`config.mk`:
```
export PLATFORM = sky130hd
export DESIGN_NAME = seq_det_ctrl_flat
export DESIGN_NICKNAME = d
export VERILOG_FILES = /design/src/rtl/seq_det_pkg.sv /design/src/rtl/seq_det_ctrl_if.sv /design/src/rtl/seq_det_match.sv /design/src/rtl/seq_det_ctrl.sv /design/src/flat_wrapper.sv
export SDC_FILE = /design/constraint.sdc
export NUM_CORES = 1
export LEC_CHECK = 0
export CAP_MARGIN = 20
export CORE_MARGIN = 2
export CORE_UTILIZATION = 48
export CTS_CLUSTER_SIZE = 40
export DETAILED_ROUTE_END_ITERATION = 7
export GPL_TIMING_DRIVEN = 0
export PLACE_DENSITY_LB_ADDON = 0.2
export REMOVE_ABC_BUFFERS = 1
export SYNTH_ARGS = -nofsm -noshare
export SYNTH_HDL_FRONTEND = slang
export SYNTH_SLANG_ARGS = --single-unit
```
`constraint.sdc`:
```
create_clock -name clk_i -period 2.8 [get_ports clk_i]
set_input_delay 0.56 -clock clk_i [delete_from_list [all_inputs] [get_ports clk_i]]
set_output_delay 0.56 -clock clk_i [all_outputs]
set_load 0.05 [all_outputs]
```
`src/rtl/seq_det_pkg.sv`:
```
// Shared types and constants for the serial sequence detector.
//   state_e    : controller FSM states (IDLE, ARMED, DONE)
//   cfg_t      : latched run configuration (pattern, len, overlap, target)
//   LEN_W      : width of the pattern-length field
//   len_legal  : legality test for an offered pattern length
// cfg_t is sized from the package constants; override MAX_WIDTH/CNT_WIDTH on
// the top only together with PKG_MAX_WIDTH/PKG_CNT_WIDTH here.
package seq_det_pkg;

  localparam int unsigned PKG_MAX_WIDTH = 8;
  localparam int unsigned PKG_CNT_WIDTH = 8;
  localparam int unsigned LEN_W         = $clog2(PKG_MAX_WIDTH + 1);

  typedef enum logic [1:0] {
    ST_IDLE  = 2'd0,
    ST_ARMED = 2'd1,
    ST_DONE  = 2'd2
  } state_e;

  typedef struct packed {
    logic [PKG_MAX_WIDTH-1:0] pattern;
    logic [LEN_W-1:0]         len;
    logic                     overlap;
    logic [PKG_CNT_WIDTH-1:0] target;
  } cfg_t;

  function automatic logic len_legal(input int unsigned len, input int unsigned max_w);
    return (len != 0) && (len <= max_w);
  endfunction

endpackage

```
`src/rtl/seq_det_ctrl_if.sv`:
```
// Configuration, run-control, serial-data and status bundle of seq_det_ctrl.
//   master : the side that configures/feeds the detector
//   slave  : the detector itself
interface seq_det_ctrl_if
  import seq_det_pkg::*;
#(
  parameter int unsigned MAX_WIDTH = PKG_MAX_WIDTH,
  parameter int unsigned CNT_WIDTH = PKG_CNT_WIDTH
);
  localparam int unsigned LW = $clog2(MAX_WIDTH + 1);

  logic                 cfg_valid_i;
  logic                 cfg_ready_o;
  logic [MAX_WIDTH-1:0] cfg_pattern_i;
  logic [LW-1:0]        cfg_len_i;
  logic                 cfg_overlap_i;
  logic [CNT_WIDTH-1:0] cfg_target_i;
  logic                 cfg_err_o;
  logic                 start_i;
  logic                 abort_i;
  logic                 data_valid_i;
  logic                 data_i;
  logic                 hit_o;
  logic                 done_o;
  logic                 busy_o;
  logic [CNT_WIDTH-1:0] match_cnt_o;

  modport master (
    output cfg_valid_i, cfg_pattern_i, cfg_len_i, cfg_overlap_i, cfg_target_i,
           start_i, abort_i, data_valid_i, data_i,
    input  cfg_ready_o, cfg_err_o, hit_o, done_o, busy_o, match_cnt_o
  );

  modport slave (
    input  cfg_valid_i, cfg_pattern_i, cfg_len_i, cfg_overlap_i, cfg_target_i,
           start_i, abort_i, data_valid_i, data_i,
    output cfg_ready_o, cfg_err_o, hit_o, done_o, busy_o, match_cnt_o
  );

endinterface

```
`src/rtl/seq_det_match.sv`:
```
// History shift register, fill counter and masked pattern compare.
//   clk_i, rst_i  : clock, asynchronous active-high reset
//   clear_i       : clear history and fill counter (run start)
//   beat_i        : accepted data beat this cycle
//   data_i        : serial data bit
//   pattern_i     : pattern, LSB = most recent bit
//   len_i         : pattern length (1..MAX_WIDTH)
//   overlap_i     : 1 = overlapping detection
//   match_now_o   : combinational match for the current beat
//   match_o       : registered match pulse (one cycle after the beat)
module seq_det_match
  import seq_det_pkg::*;
#(
  parameter int unsigned MAX_WIDTH = PKG_MAX_WIDTH,
  parameter int unsigned LW        = $clog2(MAX_WIDTH + 1)
) (
  input  logic                 clk_i,
  input  logic                 rst_i,
  input  logic                 clear_i,
  input  logic                 beat_i,
  input  logic                 data_i,
  input  logic [MAX_WIDTH-1:0] pattern_i,
  input  logic [LW-1:0]        len_i,
  input  logic                 overlap_i,
  output logic                 match_now_o,
  output logic                 match_o
);

  logic [MAX_WIDTH-1:0] hist_q;
  logic [LW-1:0]        fill_q;
  logic [MAX_WIDTH:0]   window;
  logic [MAX_WIDTH-1:0] mask;
  logic                 enough;
  logic                 bits_eq;

  assign window = {hist_q, data_i};

  always_comb begin
    mask = '0;
    for (int unsigned i = 0; i < MAX_WIDTH; i++) begin
      mask[i] = (i < 32'(len_i));
    end
  end

  // fill_q counts beats before the current one, so len-1 already-seen beats
  // plus this beat is enough; avoids fill_q+1 overflowing LW bits.
  assign enough      = (fill_q >= (len_i - LW'(1)));
  assign bits_eq     = ((window & {1'b0, mask}) == {1'b0, pattern_i & mask});
  assign match_now_o = beat_i && enough && bits_eq;

  always_ff @(posedge clk_i or posedge rst_i) begin
    if (rst_i) begin
      hist_q  <= '0;
      fill_q  <= '0;
      match_o <= 1'b0;
    end else begin
      match_o <= match_now_o;
      if (clear_i) begin
        hist_q <= '0;
        fill_q <= '0;
      end else if (beat_i) begin
        hist_q <= window[MAX_WIDTH-1:0];
        if (match_now_o && !overlap_i) begin
          fill_q <= '0;
        end else if (fill_q != LW'(MAX_WIDTH)) begin
          fill_q <= fill_q + LW'(1);
        end
      end
    end
  end

endmodule

```
`src/rtl/seq_det_ctrl.sv`:
```
// Serial sequence detector controller: configuration handshake, run FSM
// (IDLE -> ARMED -> DONE -> IDLE) and match counter.
//   clk_i : rising-edge clock
//   rst_i : asynchronous active-high reset
//   bus   : seq_det_ctrl_if.slave (cfg handshake, start/abort, serial data,
//           hit/done/busy/match_cnt status)
module seq_det_ctrl
  import seq_det_pkg::*;
#(
  parameter int unsigned MAX_WIDTH = PKG_MAX_WIDTH,
  parameter int unsigned CNT_WIDTH = PKG_CNT_WIDTH
) (
  input  logic          clk_i,
  input  logic          rst_i,
  seq_det_ctrl_if.slave bus
);

  state_e               state_q, state_d;
  cfg_t                 cfg_q;
  logic [CNT_WIDTH-1:0] cnt_q;
  logic                 done_q;
  logic                 err_q;

  logic                 is_idle;
  logic                 cfg_hs;
  logic                 cfg_ok;
  logic                 start_go;
  logic                 beat;
  logic                 match_now;
  logic                 match_q;
  logic                 final_hit;

  assign is_idle  = (state_q == ST_IDLE);
  assign cfg_hs   = bus.cfg_valid_i && is_idle;
  assign cfg_ok   = len_legal(32'(bus.cfg_len_i), MAX_WIDTH);
  assign start_go = bus.start_i && is_idle;
  // A beat coinciding with abort is dropped so it can neither hit nor finish.
  assign beat     = (state_q == ST_ARMED) && bus.data_valid_i && !bus.abort_i;

  assign final_hit = match_now && (cfg_q.target != '0)
                  && ((cnt_q + CNT_WIDTH'(1)) == cfg_q.target);

  seq_det_match #(
    .MAX_WIDTH (MAX_WIDTH)
  ) u_match (
    .clk_i       (clk_i),
    .rst_i       (rst_i),
    .clear_i     (start_go),
    .beat_i      (beat),
    .data_i      (bus.data_i),
    .pattern_i   (cfg_q.pattern),
    .len_i       (cfg_q.len),
    .overlap_i   (cfg_q.overlap),
    .match_now_o (match_now),
    .match_o     (match_q)
  );

  always_ff @(posedge clk_i or posedge rst_i) begin
    if (rst_i) begin
      state_q <= ST_IDLE;
    end else begin
      state_q <= state_d;
    end
  end

  always_comb begin
    state_d = state_q;
    unique case (state_q)
      ST_IDLE:  if (bus.start_i) state_d = ST_ARMED;
      ST_ARMED: begin
        if (bus.abort_i)     state_d = ST_IDLE;
        else if (final_hit)  state_d = ST_DONE;
      end
      ST_DONE:  state_d = ST_IDLE;
      default:  state_d = ST_IDLE;
    endcase
  end

  // Config is latched on the same edge that arms the run, so a simultaneous
  // cfg offer and start runs with the new configuration.
  always_ff @(posedge clk_i or posedge rst_i) begin
    if (rst_i) begin
      cfg_q.pattern <= '0;
      cfg_q.len     <= LEN_W'(1);
      cfg_q.overlap <= 1'b1;
      cfg_q.target  <= '0;
      err_q         <= 1'b0;
    end else begin
      err_q <= cfg_hs && !cfg_ok;
      if (cfg_hs && cfg_ok) begin
        cfg_q.pattern <= bus.cfg_pattern_i;
        cfg_q.len     <= bus.cfg_len_i;
        cfg_q.overlap <= bus.cfg_overlap_i;
        cfg_q.target  <= bus.cfg_target_i;
      end
    end
  end

  always_ff @(posedge clk_i or posedge rst_i) begin
    if (rst_i) begin
      cnt_q  <= '0;
      done_q <= 1'b0;
    end else begin
      done_q <= final_hit;
      if (start_go) begin
        cnt_q <= '0;
      end else if (match_now) begin
        // Free-running (target 0) runs saturate; targeted runs stop at target.
        if (cfg_q.target != '0 || cnt_q != '1) begin
          cnt_q <= cnt_q + CNT_WIDTH'(1);
        end
      end
    end
  end

  assign bus.cfg_ready_o = is_idle;
  assign bus.cfg_err_o   = err_q;
  assign bus.hit_o       = match_q;
  assign bus.done_o      = done_q;
  assign bus.busy_o      = (state_q == ST_ARMED);
  assign bus.match_cnt_o = cnt_q;

endmodule

```
`src/flat_wrapper.sv`:
```
// flat-port wrapper written by rule: the top's interface ports become plain ports
module seq_det_ctrl_flat import seq_det_pkg::*;
#(
  parameter int unsigned MAX_WIDTH = PKG_MAX_WIDTH,
  parameter int unsigned CNT_WIDTH = PKG_CNT_WIDTH
)
  (clk_i, rst_i, bus_cfg_valid_i, bus_cfg_pattern_i, bus_cfg_len_i, bus_cfg_overlap_i, bus_cfg_target_i, bus_start_i, bus_abort_i, bus_data_valid_i, bus_data_i, bus_cfg_ready_o, bus_cfg_err_o, bus_hit_o, bus_done_o, bus_busy_o, bus_match_cnt_o);
  seq_det_ctrl_if #(.MAX_WIDTH(MAX_WIDTH), .CNT_WIDTH(CNT_WIDTH)) bus_i ();
  input  logic clk_i;
  input  logic rst_i;
  input wire logic [$bits(bus_i.cfg_valid_i)-1:0] bus_cfg_valid_i;
  input wire logic [$bits(bus_i.cfg_pattern_i)-1:0] bus_cfg_pattern_i;
  input wire logic [$bits(bus_i.cfg_len_i)-1:0] bus_cfg_len_i;
  input wire logic [$bits(bus_i.cfg_overlap_i)-1:0] bus_cfg_overlap_i;
  input wire logic [$bits(bus_i.cfg_target_i)-1:0] bus_cfg_target_i;
  input wire logic [$bits(bus_i.start_i)-1:0] bus_start_i;
  input wire logic [$bits(bus_i.abort_i)-1:0] bus_abort_i;
  input wire logic [$bits(bus_i.data_valid_i)-1:0] bus_data_valid_i;
  input wire logic [$bits(bus_i.data_i)-1:0] bus_data_i;
  output wire logic [$bits(bus_i.cfg_ready_o)-1:0] bus_cfg_ready_o;
  output wire logic [$bits(bus_i.cfg_err_o)-1:0] bus_cfg_err_o;
  output wire logic [$bits(bus_i.hit_o)-1:0] bus_hit_o;
  output wire logic [$bits(bus_i.done_o)-1:0] bus_done_o;
  output wire logic [$bits(bus_i.busy_o)-1:0] bus_busy_o;
  output wire logic [$bits(bus_i.match_cnt_o)-1:0] bus_match_cnt_o;
  assign bus_i.cfg_valid_i = bus_cfg_valid_i;
  assign bus_i.cfg_pattern_i = bus_cfg_pattern_i;
  assign bus_i.cfg_len_i = bus_cfg_len_i;
  assign bus_i.cfg_overlap_i = bus_cfg_overlap_i;
  assign bus_i.cfg_target_i = bus_cfg_target_i;
  assign bus_i.start_i = bus_start_i;
  assign bus_i.abort_i = bus_abort_i;
  assign bus_i.data_valid_i = bus_data_valid_i;
  assign bus_i.data_i = bus_data_i;
  assign bus_cfg_ready_o = bus_i.cfg_ready_o;
  assign bus_cfg_err_o = bus_i.cfg_err_o;
  assign bus_hit_o = bus_i.hit_o;
  assign bus_done_o = bus_i.done_o;
  assign bus_busy_o = bus_i.busy_o;
  assign bus_match_cnt_o = bus_i.match_cnt_o;
  seq_det_ctrl #(.MAX_WIDTH(MAX_WIDTH), .CNT_WIDTH(CNT_WIDTH)) u_core (.clk_i(clk_i), .rst_i(rst_i), .bus(bus_i));
endmodule
```
Word level (Yosys, flattened, before mapping)
Index checks and enable logic that the tools add are counted.

Add/subtract/negate cells: 3. Bitwise gates (word level): 2. Reduce and logical (&&, ||, !) cells: 26. Magnitude comparators: 10. Equal/unequal tests: 7. Multiplexer cells: 13.

Operators with widths (number): $mux W8 (5); $lt A3 B4 Y1 const A (4); $mux W4 (4); $logic_and A1 B1 Y1 (12); $and A9 B8 Y9 (1); $eq A9 B8 Y1 (1); $add A8 B1 Y8 const B (1); $and A8 B8 Y8 (1); $eq A8 B8 Y1 (1); $lt A1 B4 Y1 const A (2); $lt A2 B4 Y1 const A (2); $ne A8 B8 Y1 const B (1); $reduce_bool A8 Y1 (1); $mux W2 (3); $reduce_and A2 Y1 (3); $reduce_bool A2 Y1 (3); $add A4 B1 Y4 const B (1); $ge A4 B4 Y1 (1); $le A4 B4 Y1 const B (1); $ne A4 B4 Y1 const B (1); $pmux W2 S2 (1); $reduce_bool A4 Y1 (1); $sub A4 B1 Y4 const B (1); $logic_not A1 Y1 (3); other kinds (6) (6).

Input port bits: 28. Word-level logic and storage cells: 72. Register bits after elaboration: 46.

Longest topological paths before layout
Gate-level depths: netlist of the first run.

Depth after elaboration: 10. Gate-level depth with buffers: 12. Gate-level depth less buffers: 11.

Modules after synthesis
From an unflattened synthesis of the first run, not the netlist that was laid out.

Cell total of the unflattened synthesis: 235. Area, all modules: 2578.7 um^2.

By module, submodules not included: seq_det_ctrl (times used 1, area an instance 1639.1 um^2, cells each 143); seq_det_match (times used 1, area an instance 939.7 um^2, cells each 92).

Least setup slack after synthesis of the first run
OpenSTA, ideal clock, no wires.

Kind: register to register. Start point: register u_core.cfg_q[9] (netlist name). End point: register u_core.cnt_q[5], in the netlist u_core.bus.match_cnt_o[5]. Buffers on the path: 0. Setup time: 0.126 ns. Data arrival time: 2.478 ns. Path slack: 0.196 ns. Stages on the path, launching flop included: 12. Path through: dfstp_2 -> inv_1 -> ha_1 -> xnor2_1 -> ha_1 -> o21a_1 -> nor2_1 -> a2111oi_2 -> nand3_4 -> clkinv_4 -> a21oi_1 -> a221o_1.

Cells in the longest elaborated chain, start to end: 6.

RTL lines: start: declaration (line seq_det_ctrl.sv:19) `cfg_t cfg_q;`; $sub A4 B1 Y4 (tied with other cells) (line seq_det_match.sv:47) `assign enough = (fill_q >= (len_i - LW'(1)));`; $ge A4 B4 Y1 (tied with other cells) (line seq_det_match.sv:47); $logic_and A1 B1 Y1 or $eq A9 B8 Y1 (tied branches) (line seq_det_match.sv:49, seq_det_match.sv:48); $logic_and A1 B1 Y1 (*) (line seq_det_match.sv:49) `assign match_now_o = beat_i && enough && bits_eq;`; via u_core.match_now (line seq_det_ctrl.sv:29) `logic match_now;`; $reduce_bool A2 Y1 (no line) (*); $reduce_and A2 Y1 (no line) (*); end signal: assignment (line seq_det_ctrl.sv:110) `cnt_q <= cnt_q + CNT_WIDTH'(1);`; end: declaration (line seq_det_ctrl.sv:20) `logic [CNT_WIDTH-1:0] cnt_q;`.

The timed path passes the listed nets; every way through them passes the cells marked *. A chain may end at the register's enable or synchronous reset.

Worst setup path after layout of the first run
Start point: register u_core.cfg_q[9] (netlist name). End point: register u_core.cnt_q[2], in the netlist u_core.bus.match_cnt_o[2].

The elaborated chain is that of the path after synthesis.

==> results.toml, run 1 <==
[layout]
post_layout_nets = 311
final.fill_count = 452
final_cell_utilization_of_the_core_pct = 60.33
area_growth_syn_to_layout_pct = 22.78
diodes = 0
drive_gt1_share_pct = 17.52

[detailed_routing]
dr_wl_met2_um = 2454
route.met3.wl_um = 167
drcViolationCount = 0
top_layer = "met4"
detailroute.via_count = 1825
drtPass1Iterations = 4
routedWlPerCell_um = 14.25
ant_nets = 0
route.detailed.vias_per_inst = 5.305
drt-total-wl_um = 4901
wl_met1_um = 2185
detail_route.iter0.violations = 78

[clock_network]
numCtsBuffers = 5
clock_path_buffers = 2
cts_num_sinks = 45
tritoncts = "built"
h-tree-depth = 2
clk_pin_slew_worst_paths_ns = 0.08
clk_root_buffer_cell = "clkbuf_8"
clock_network_latency_to_the_later_pin_of_the_worst_skew_pair_ns = 0.30

[floorplan]
design.core.area_mm2 = 0.005075
die_area_mm2 = 0.005787
floorplan.initialDensity_pct = 49.14
floorplan.rows = 26
chipHeight_um = 76.08
die_x_um = 76.08
top_level_pins = 41

[worst_setup_path]
worst_path_largest_cell_delay_ns = 0.58
critical_path.cell_chain = "inv_1 -> ha_1 -> xnor2_1 -> ha_1 -> o21a_1 -> nor2_1 -> a2111oi_4 -> nand3_4 -> clkinv_4 -> a21oi_1 -> a221o_1"
crit_path_top_delay_cell = "dfstp_2"
crit_type = "reg2reg"
worst_path_most_repeated_cell = "ha_1"
critical_path_sink_type = "register"
arrival_worst_endpoint_ns = 2.80
critical_path.max_fanout = 5
cp-start-kind = "register"
worst_ep_required_time_ns = 2.99

[global_route]
grt_pass1_vias = 1843
grt_max_degree = 34
grt_overflow = 0
grt_pass1_wl_um = 8666
global_route.usage.total_pct = 18.44
initial_antenna_violation_count = 0

[yosys]
synth.cells.most_frequent = "dfrtp_1, nand2_1, mux2_2"
synthMuxAreaShare_pct = 11.14
synth_area_mm2 = 0.002494
synth_top_area_share_pct = 43.15
synth.top_cells.by_area = "dfrtp_1, mux2_2, xnor2_1"
synth-edff-count = 0
synthAdderAreaFrac_pct = 5.018
number_of_warnings_reported_in_the_yosys_synthesis_log = 0
synthSimpleGateAreaFrac_pct = 16.86
yosysUniqueCellTypes = 44
yosysTopAreaCell = "dfrtp_1"
syn_avg_cell_area_um2 = 10.75
synth_top_family_by_area = "simple AND/OR/NAND/NOR gates"
post_synthesis_compound_gate_area_fraction_pct = 9.182
seq_area_frac_synth_pct = 45.26
postSynthRegisterBits = 45
async_reset_ff_share_pct = 100.0
post_synth_inst_count = 232
synth_ff_type = "dfrtp_1"
synthXorXnorAreaFrac_pct = 8.430
post-synth-top-count-cell = "dfrtp_1"

[timing]
postLayoutSetupSlackWorst_ns = 0.1913
tightestPinTransition_ns = 0.9811
number_of_pins_with_negative_max_slew_slack_in_the_final_report = 0
setup_viol = 0
finalCritPeriodShare_pct = 93.17
final.setup_skew_ns = 0.006434
grt_setup_unrepaired = "no"
slew_headroom_pct = 34.41
finalWorstPathRequiredPeriod_ns = 2.609
upper_clock_frequency_limit_mhz = 383.3
hold_viol_final = 0

[place]
globalplace.congestion = 0.8415
place_worst_setup_slack_ns = -0.1459
detailed_place_hpwl_um = 3663
io_buffers = 40

[status]
run_status = "complete, no violations"

[job]
timing.max_cap.violations = 0

[power]
share_clk_of_total_power_pct = 23.2
comb_power_share_pct = 29.1
power_frac_seq_pct = 47.7
power.internal_mw = 1.242
power-per-cell-area_mw_per_mm2 = 596.8
sw_frac_of_total_pct = 32.01
vdd.ir_drop.worst_mv = 0.2972
p_leak_nw = 1.255
switchingPower_mw = 0.5848

[worst_hold_path]
hp-class = "in2async"
logic make-up (layout without fill, tap and decap cells):
family | after synthesis | in the layout
AOI/OAI and AO/OA | 33 | 33
buffers and inverters | 18 | 60
adders and majority gates | 10 | 10
xor gates and xnor gates | 24 | 24
DFF | 45 | 45
and+or+nand+nor | 77 | 77
muxes | 25 | 25
registers in the layout, indices dropped and copies added, names as in the netlist:
| register | flops |
|---|---|
| u_core.u_match.match_o | 1 |
| u_core.bus.cfg_err_o | 1 |
| u_core.u_match.fill_q | 4 |
| u_core.state_q | 2 |
| u_core.bus.done_o | 1 |
| u_core.cfg_q | 21 |
| u_core.u_match.hist_q | 7 |
| u_core.bus.match_cnt_o | 8 |
layer usage:
metal | up-vias | track usage, %
li1 | 906 | -
met1 | 877 | 23.47
met2 | 32 | 30.80
met3 | 10 | 4.147
met4 | 0 | 7.091
met5 | - | 0
cell usage in the layout (no fill, tap or decap), drive strengths merged, types with 2 or more instances in the layout:
cell type / netlist / final
o21ai: 5 / 5
nand2: 25 / 25
xor2: 7 / 7
inv: 8 / 8
nand3: 8 / 8
clkbuf: 3 / 6
xnor2: 17 / 17
and3: 2 / 2
mux2i: 3 / 3
a31oi: 4 / 4
nor2: 11 / 11
nor3: 12 / 12
buf: 6 / 3
a211o: 2 / 2
dfrtp: 43 / 43
nor2b: 2 / 2
nor3b: 3 / 3
nand4: 2 / 2
a221o: 3 / 3
clkinv: 1 / 3
clkdlybuf4s50: 0 / 40
or4: 2 / 2
nor4: 4 / 4
mux2: 22 / 22
dfstp: 2 / 2
a2111oi: 2 / 2
a21oi: 12 / 12
and2: 4 / 4
ha: 10 / 10
path summary, 6_finish.rpt:
check / start / end / slack [ns] / cells after the start
min in group clk_i: u_core.cfg_q[20] / u_core.cfg_q[20] / 0.54 / 1
hold / removal: rst_i / u_core.cfg_q[4] / 0.52 / 2
max in group asynchronous: rst_i / u_core.cfg_q[9] / 1.73 / 3
setup / recovery: u_core.cfg_q[9] / u_core.bus.match_cnt_o[2] / 0.19 / 11
hold reg to reg: u_core.cfg_q[20] / u_core.cfg_q[20] / 0.54 / 1
setup reg to reg: u_core.cfg_q[9] / u_core.bus.match_cnt_o[2] / 0.19 / 11
per-stage QoR:
stage                     area (um^2)  hold slack (ns)  cells  TNS, ns  total power [mW]
after floorplan                  2430           0.4996    223        0             1.249
final                            3062           0.5205    344        0             1.827
after global routing             3062           0.5586    344        0             1.955
after global placement           2918           0.5154    333   -3.049             1.386
after detailed placement         2938           0.5240    334   -2.909             1.406
after CTS                        3062           0.5178    344        0             1.853
power by group through the flow:
stage / combinational, mW / sequential [mW] / clock (mW)
after detailed placement: 0.521 / 0.885 / 0
after floorplan: 0.393 / 0.856 / 0
final: 0.532 / 0.871 / 0.424
after global routing: 0.600 / 0.889 / 0.466
after global placement: 0.504 / 0.883 / 0
after CTS: 0.542 / 0.872 / 0.439
repair_timing:
| item | 4_1_cts | 5_1_grt |
|---|---|---|
| cloned | 0 | 0 |
| gates resized for setup | 1 | 0 |
| endpoints found under the setup margin | 5 | 6 |
| pin swaps | 1 | 1 |
| setup buffers | 2 | 0 |
| hold buffers | 0 | 0 |
cell type report:
cell class	count	area, um^2	area share [%]
repair buffers	43	435.4	14.22
clock inverters	2	13.76	0.4495
clock buffers	6	82.58	2.697
multi-input cells	169	1275	41.64
flip-flops and latches	45	1129	36.86
inverters	9	38.79	1.267
well taps	70	87.58	2.861
critical path: cells and delay by family, from the launching register on:
kind                     cells  cell delay (ns)
AO/OA/AOI/OAI                4             0.85
flip-flops                   1             0.58
adder cells (fa/ha/maj)      2             0.54
AND/OR/NAND/NOR              2             0.21
buffers and inverters        2             0.16
XOR/XNOR                     1             0.15
No activity file was read; power rests on OpenSTA's default activity.
==> run 2: changes to the inputs <==
--- a/config.mk
+++ b/config.mk
@@ -5,8 +5,8 @@
 export SDC_FILE = /design/constraint.sdc
 export NUM_CORES = 1
 export LEC_CHECK = 0
+export ABC_CLOCK_PERIOD_IN_PS = 2800
 export CAP_MARGIN = 20
-export CORE_MARGIN = 2
 export CORE_UTILIZATION = 48
 export CTS_CLUSTER_SIZE = 40
 export DETAILED_ROUTE_END_ITERATION = 7
==> run 2 against run 1 <==
Combinational power up 2%. Highest routed layer unchanged. Clock-buffer cell count unchanged. Final cell count is 0.87% lower.
==> results.toml, run 2 (synthesized netlist as in run 1, its figures left out) <==
[layout]
post_layout_nets = 311
number_of_flip_flops_in_the_largest_register = 21
diodes = 0
layout.cells.most_common = "dfrtp_1"
drive_gt1_share_pct = 17.88
area_growth_syn_to_layout_pct = 24.08
registers.top_by_ff_count = "u_core.cfg_q"
mostFrequentLayoutCells = "dfrtp_1, clkdlybuf4s50_1, nand2_1, mux2_2, xnor2_1"

[floorplan]
chipHeight_um = 74.08
top_level_pins = 41
die_area_mm2 = 0.005487
floorplan.rows = 25
design.core.area_mm2 = 0.004848
floorplan.initialDensity_pct = 51.43
die_x_um = 74.08

[clock_network]
cts.hold.buffers_added = 0
cts_num_sinks = 45
h-tree-depth = 2
clk_root_buffer_cell = "clkbuf_8"
tritoncts = "built"
clock_path_buffers = 2
clk_pin_slew_worst_paths_ns = 0.09
numCtsBuffers = 5
clock_network_latency_to_the_later_pin_of_the_worst_skew_pair_ns = 0.30

[timing]
final.setup_skew_ns = 0.006337
slew_headroom_pct = 36.32
postLayoutSetupSlackWorst_ns = 0.1304
setup_viol = 0
number_of_pins_with_negative_max_slew_slack_in_the_final_report = 0
finalWorstPathRequiredPeriod_ns = 2.670
setup-tns-final_ns = 0
finalCritPeriodShare_pct = 95.34
upper_clock_frequency_limit_mhz = 374.6
grt_setup_unrepaired = "no"
tightestPinTransition_ns = 0.9525
hold_viol_final = 0
fin_worst_hold_slack_ns = 0.5319

[worst_setup_path]
worst_ep_required_time_ns = 2.99
cp-start-kind = "register"
worst_path_largest_cell_delay_ns = 0.58
arrival_worst_endpoint_ns = 2.86
crit_path_top_delay_cell = "dfstp_2"
worst_path_most_repeated_cell = "ha_1"
cp_num_buf_inv = 2
crit_type = "reg2reg"
cell_family_with_the_largest_share_of_critical_path_delay = "compound AO/OA/AOI/OAI gates"
critical_path.max_fanout = 5
critical_path.cell_chain = "inv_1 -> ha_1 -> xnor2_1 -> ha_1 -> o21a_1 -> nor2_1 -> a2111oi_4 -> nand3_4 -> clkinv_4 -> a21oi_2 -> a221o_1"
critical_path_sink_type = "register"

[detailed_routing]
routedWlPerCell_um = 14.55
detail_route.iter0.violations = 103
drtPass1Iterations = 4
drt-total-wl_um = 4962
detailroute.via_count = 1846
ant_nets = 0
drcViolationCount = 0
route.detailed.vias_per_inst = 5.413

[place]
io_buffers = 40
place_worst_setup_slack_ns = -0.1001
globalplace.congestion = 0.8635
detailed_place_hpwl_um = 3693

[power]
power-per-cell-area_mw_per_mm2 = 624.6
vdd.ir_drop.worst_mv = 0.4229
p_leak_nw = 1.267

[worst_hold_path]
hp-class = "reg2reg"

[global_route]
initial_antenna_violation_count = 0
grt_max_degree = 28
grt_pass1_vias = 1772
global_route.usage.total_pct = 20.77
grt_overflow = 0
grt_pass1_wl_um = 8507

[status]
run_status = "complete, no violations"

[job]
timing.max_cap.violations = 0
==> run 2: cell count changes in the layout (fill, tap and decap cells not counted) <==
cell        before  now
nor4_4           0    1
nor4_2           1    0
a21oi_1         12   11
clkinv_2         1    0
clkinvlp_4       0    1
bufinv_16        0    1
a21oi_2          0    1
clkinv_4         2    1
==> run 2: report_power, final <==
part	switching (mW)	internal, mW	total (mW)
combinational	0.254	0.288	0.542
clock	0.226	0.290	0.516
sequential	0.116	0.758	0.874
total	0.596	1.34	1.93
==> run 2: final cells by class <==
cell class,instances,area [um^2]
Clock buffer,6,82.58
Inverter,9,38.79
Timing Repair Buffer,43,435.4
Fill cell,412,1754
Tap cell,67,83.83
Multi-Input combinational cell,169,1287
Sequential cell,45,1129
Clock inverter,2,37.54
==> run 2: worst reg2reg max path: stages (launching register included) <==
cell and delay, ns:
dfstp_2 0.58, inv_1 0.07, ha_1 0.25, xnor2_1 0.14, ha_1 0.28, o21a_1 0.10
nor2_1 0.06, a2111oi_4 0.37, nand3_4 0.15, clkinv_4 0.10, a21oi_2 0.09, a221o_1 0.38
==> run 2: final timing paths <==
path / startpoint / endpoint / slack, ns / depth (start not counted)
max in group asynchronous: rst_i / u_core.cfg_q[8] / 1.68 / 3
worst max-delay path: u_core.cfg_q[9] / u_core.bus.match_cnt_o[7] / 0.13 / 11
worst max register to register: u_core.cfg_q[9] / u_core.bus.match_cnt_o[7] / 0.13 / 11
worst min register to register: u_core.cfg_q[20] / u_core.cfg_q[20] / 0.53 / 1
worst min-delay path: u_core.cfg_q[20] / u_core.cfg_q[20] / 0.53 / 1
min in group asynchronous: rst_i / u_core.u_match.hist_q[6] / 0.57 / 2
==> run 2: what timing repair did <==
item | 4_1_cts | 5_1_grt
pin swaps | 1 | 0
endpoints found under the setup margin | 5 | 6
setup buffers | 2 | 0
resized for setup | 1 | 2
==> run 2: through the flow <==
stage	util, %	area, um^2	instances	total power [mW]
after floorplan	-	2430	223	1.249
after global placement	60.10	2914	330	1.379
after detailed placement	60.52	2934	331	1.408
after CTS	63.56	3082	341	1.948
after global routing	63.82	3094	341	2.043
final	63.82	3094	341	1.933
==> run 2: layer usage <==
metal	track usage, %	up-vias	part of all wire, %
met5	0	-	0
met4	5.769	0	0.71
met3	4.065	4	4.9
met2	31.82	51	46
met1	30.07	889	49
li1	-	902	-
==> run 3: changes to the inputs <==
--- a/config.mk
+++ b/config.mk
@@ -7,7 +7,9 @@
 export LEC_CHECK = 0
 export ABC_CLOCK_PERIOD_IN_PS = 2800
 export CAP_MARGIN = 20
-export CORE_UTILIZATION = 48
+export CELL_PAD_IN_SITES_DETAIL_PLACEMENT = 0
+export CELL_PAD_IN_SITES_GLOBAL_PLACEMENT = 2
+export CORE_UTILIZATION = 31
 export CTS_CLUSTER_SIZE = 40
 export DETAILED_ROUTE_END_ITERATION = 7
 export GPL_TIMING_DRIVEN = 0
==> run 3 against run 2 <==
Clock skew hardly changed. Critical path depth shrank 2. Register-to-register slack about the same. Fmax barely moved. Power is 0.14% higher. Sequential share of layout area shrank 0.62 points. Via count is 2.1% lower. Sequential power about the same. Core utilization shrank 23 points. Largest cell class unchanged.
==> results.toml, run 3 (synthesized netlist as in run 1, its figures left out) <==
[status]
run_status = "complete, no violations"

[clock_network]
cts_num_sinks = 45
clock_path_buffers = 2
clk_root_buffer_cell = "clkbuf_8"
tritoncts = "built"
h-tree-depth = 2
clk_pin_slew_worst_paths_ns = 0.08
clock_network_latency_to_the_later_pin_of_the_worst_skew_pair_ns = 0.30
numCtsBuffers = 5
cts.hold.buffers_added = 0

[timing]
upper_clock_frequency_limit_mhz = 374.7
setup-tns-final_ns = 0
final.setup_skew_ns = 0.006167
finalCritPeriodShare_pct = 95.30
number_of_pins_with_negative_max_slew_slack_in_the_final_report = 0
setup_viol = 0
tightestPinTransition_ns = 0.5566
finalWorstPathRequiredPeriod_ns = 2.668
hold_viol_final = 0
slew_headroom_pct = 62.79
postLayoutSetupSlackWorst_ns = 0.1315
fin_worst_hold_slack_ns = 0.5343
grt_setup_unrepaired = "no"

[layout]
diodes = 0
layout.cells.most_common = "dfrtp_1"
multiInputGateArea_mm2 = 0.001294
post_layout_nets = 311
mostFrequentLayoutCells = "dfrtp_1, clkdlybuf4s50_1, nand2_1, mux2_2, xnor2_1"
registers.top_by_ff_count = "u_core.cfg_q"
sequential_cell_area_mm2 = 0.001129
area_growth_syn_to_layout_pct = 26.24
number_of_flip_flops_in_the_largest_register = 21
drive_gt1_share_pct = 17.88
final.fill_count = 778
final_cell_utilization_of_the_core_pct = 40.53

[floorplan]
floorplan.rows = 32
floorplan.initialDensity_pct = 32.10
design.core.area_mm2 = 0.007767
chipHeight_um = 91.69
die_x_um = 91.69
die_area_mm2 = 0.008407
top_level_pins = 41

[worst_hold_path]
worst_hold_startpoint = "u_core.cfg_q[19]"
hp-class = "reg2reg"

[worst_setup_path]
arrival_worst_endpoint_ns = 2.85
cell_family_with_the_largest_share_of_critical_path_delay = "compound AO/OA/AOI/OAI gates"
crit_type = "reg2reg"
critical_path.startpoint = "u_core.cfg_q[9]"
reg2reg_from = "u_core.cfg_q[9]"
cp-start-kind = "register"
worst_path_most_repeated_cell = "ha_1"
cp_num_buf_inv = 2
crit_path_top_delay_cell = "dfstp_2"
critical_path_sink_type = "register"
critical_path.max_fanout = 7
worst_ep_required_time_ns = 2.98
critical_path.cell_chain = "inv_1 -> ha_1 -> ha_1 -> a2111oi_2 -> a2111oi_4 -> nand3_4 -> clkinv_4 -> and2_4 -> a221o_1"
worst_path_largest_cell_delay_ns = 0.58

[global_route]
grt_max_degree = 32
initial_antenna_violation_count = 0
grt_pass1_vias = 1854
grt_pass1_wl_um = 9473
global_route.usage.total_pct = 14.70
grt_overflow = 0

[power]
power-per-cell-area_mw_per_mm2 = 614.8
p_leak_nw = 1.272
vdd.ir_drop.worst_mv = 0.2802

[place]
place_worst_setup_slack_ns = -0.2303
detailed_place_hpwl_um = 4205
io_buffers = 40
globalplace.congestion = 0.7193

[detailed_routing]
routedWlPerCell_um = 15.14
route.detailed.vias_per_inst = 4.806
drtPass1Iterations = 4
drcViolationCount = 0
detailroute.via_count = 1807
detail_route.iter0.violations = 70
drt-total-wl_um = 5692
ant_nets = 0

[job]
timing.max_cap.violations = 0
-- run 3: repair_timing --
item / CTS / global route
endpoints found under the setup margin: 6 / 12
setup buffers: 1 / 0
pin swaps: 1 / 2
resized for setup: 2 / 2
-- run 3: metal layers --
layer	track usage, %	vias up	share of wire, %
li1	-	895	-
met1	22.00	869	52
met5	0	-	0
met2	21.49	39	44
met4	4.036	0	1.0
met3	2.819	4	3.2
-- run 3: metrics by stage --
step           std cells  area, um^2  power [mW]
6_report             376        3148       1.935
5_1_grt              376        3148       2.063
4_1_cts              375        3118       1.957
3_5_place_dp         366        2978       1.418
3_3_place_gp         365        2958       1.407
2_1_floorplan        223        2430       1.249
-- run 3: final timing paths --
check	to	slack [ns]	cells after the start
max reg2reg	u_core.bus.match_cnt_o[5]	0.13	9
max	u_core.bus.match_cnt_o[5]	0.13	9
min in group asynchronous	u_core.u_match.match_o	0.55	2
min	u_core.cfg_q[19]	0.53	1
max in group asynchronous	u_core.u_match.hist_q[6]	1.77	3
min reg2reg	u_core.cfg_q[19]	0.53	1
-- run 3: power by group --
| group | internal, mW | switching, mW |
|---|---|---|
| Sequential | 0.758 | 0.119 |
| Combinational | 0.286 | 0.266 |
| Clock | 0.291 | 0.215 |
| Total | 1.33 | 0.600 |
-- run 3: worst reg2reg max path: stages (launching register included) --
cell	delay [ns]
dfstp_2	0.58
inv_1	0.08
ha_1	0.29
ha_1	0.28
a2111oi_2	0.46
a2111oi_4	0.10
nand3_4	0.17
clkinv_4	0.09
and2_4	0.18
a221o_1	0.32
-- run 3: cell type report --
cell class,count,area share [%]
Clock buffer,7,2.742
Clock inverter,1,0.9539
Inverter,9,1.232
Multi-Input combinational cell,169,41.10
Sequential cell,45,35.85
Tap cell,102,4.054
Timing Repair Buffer,43,14.07
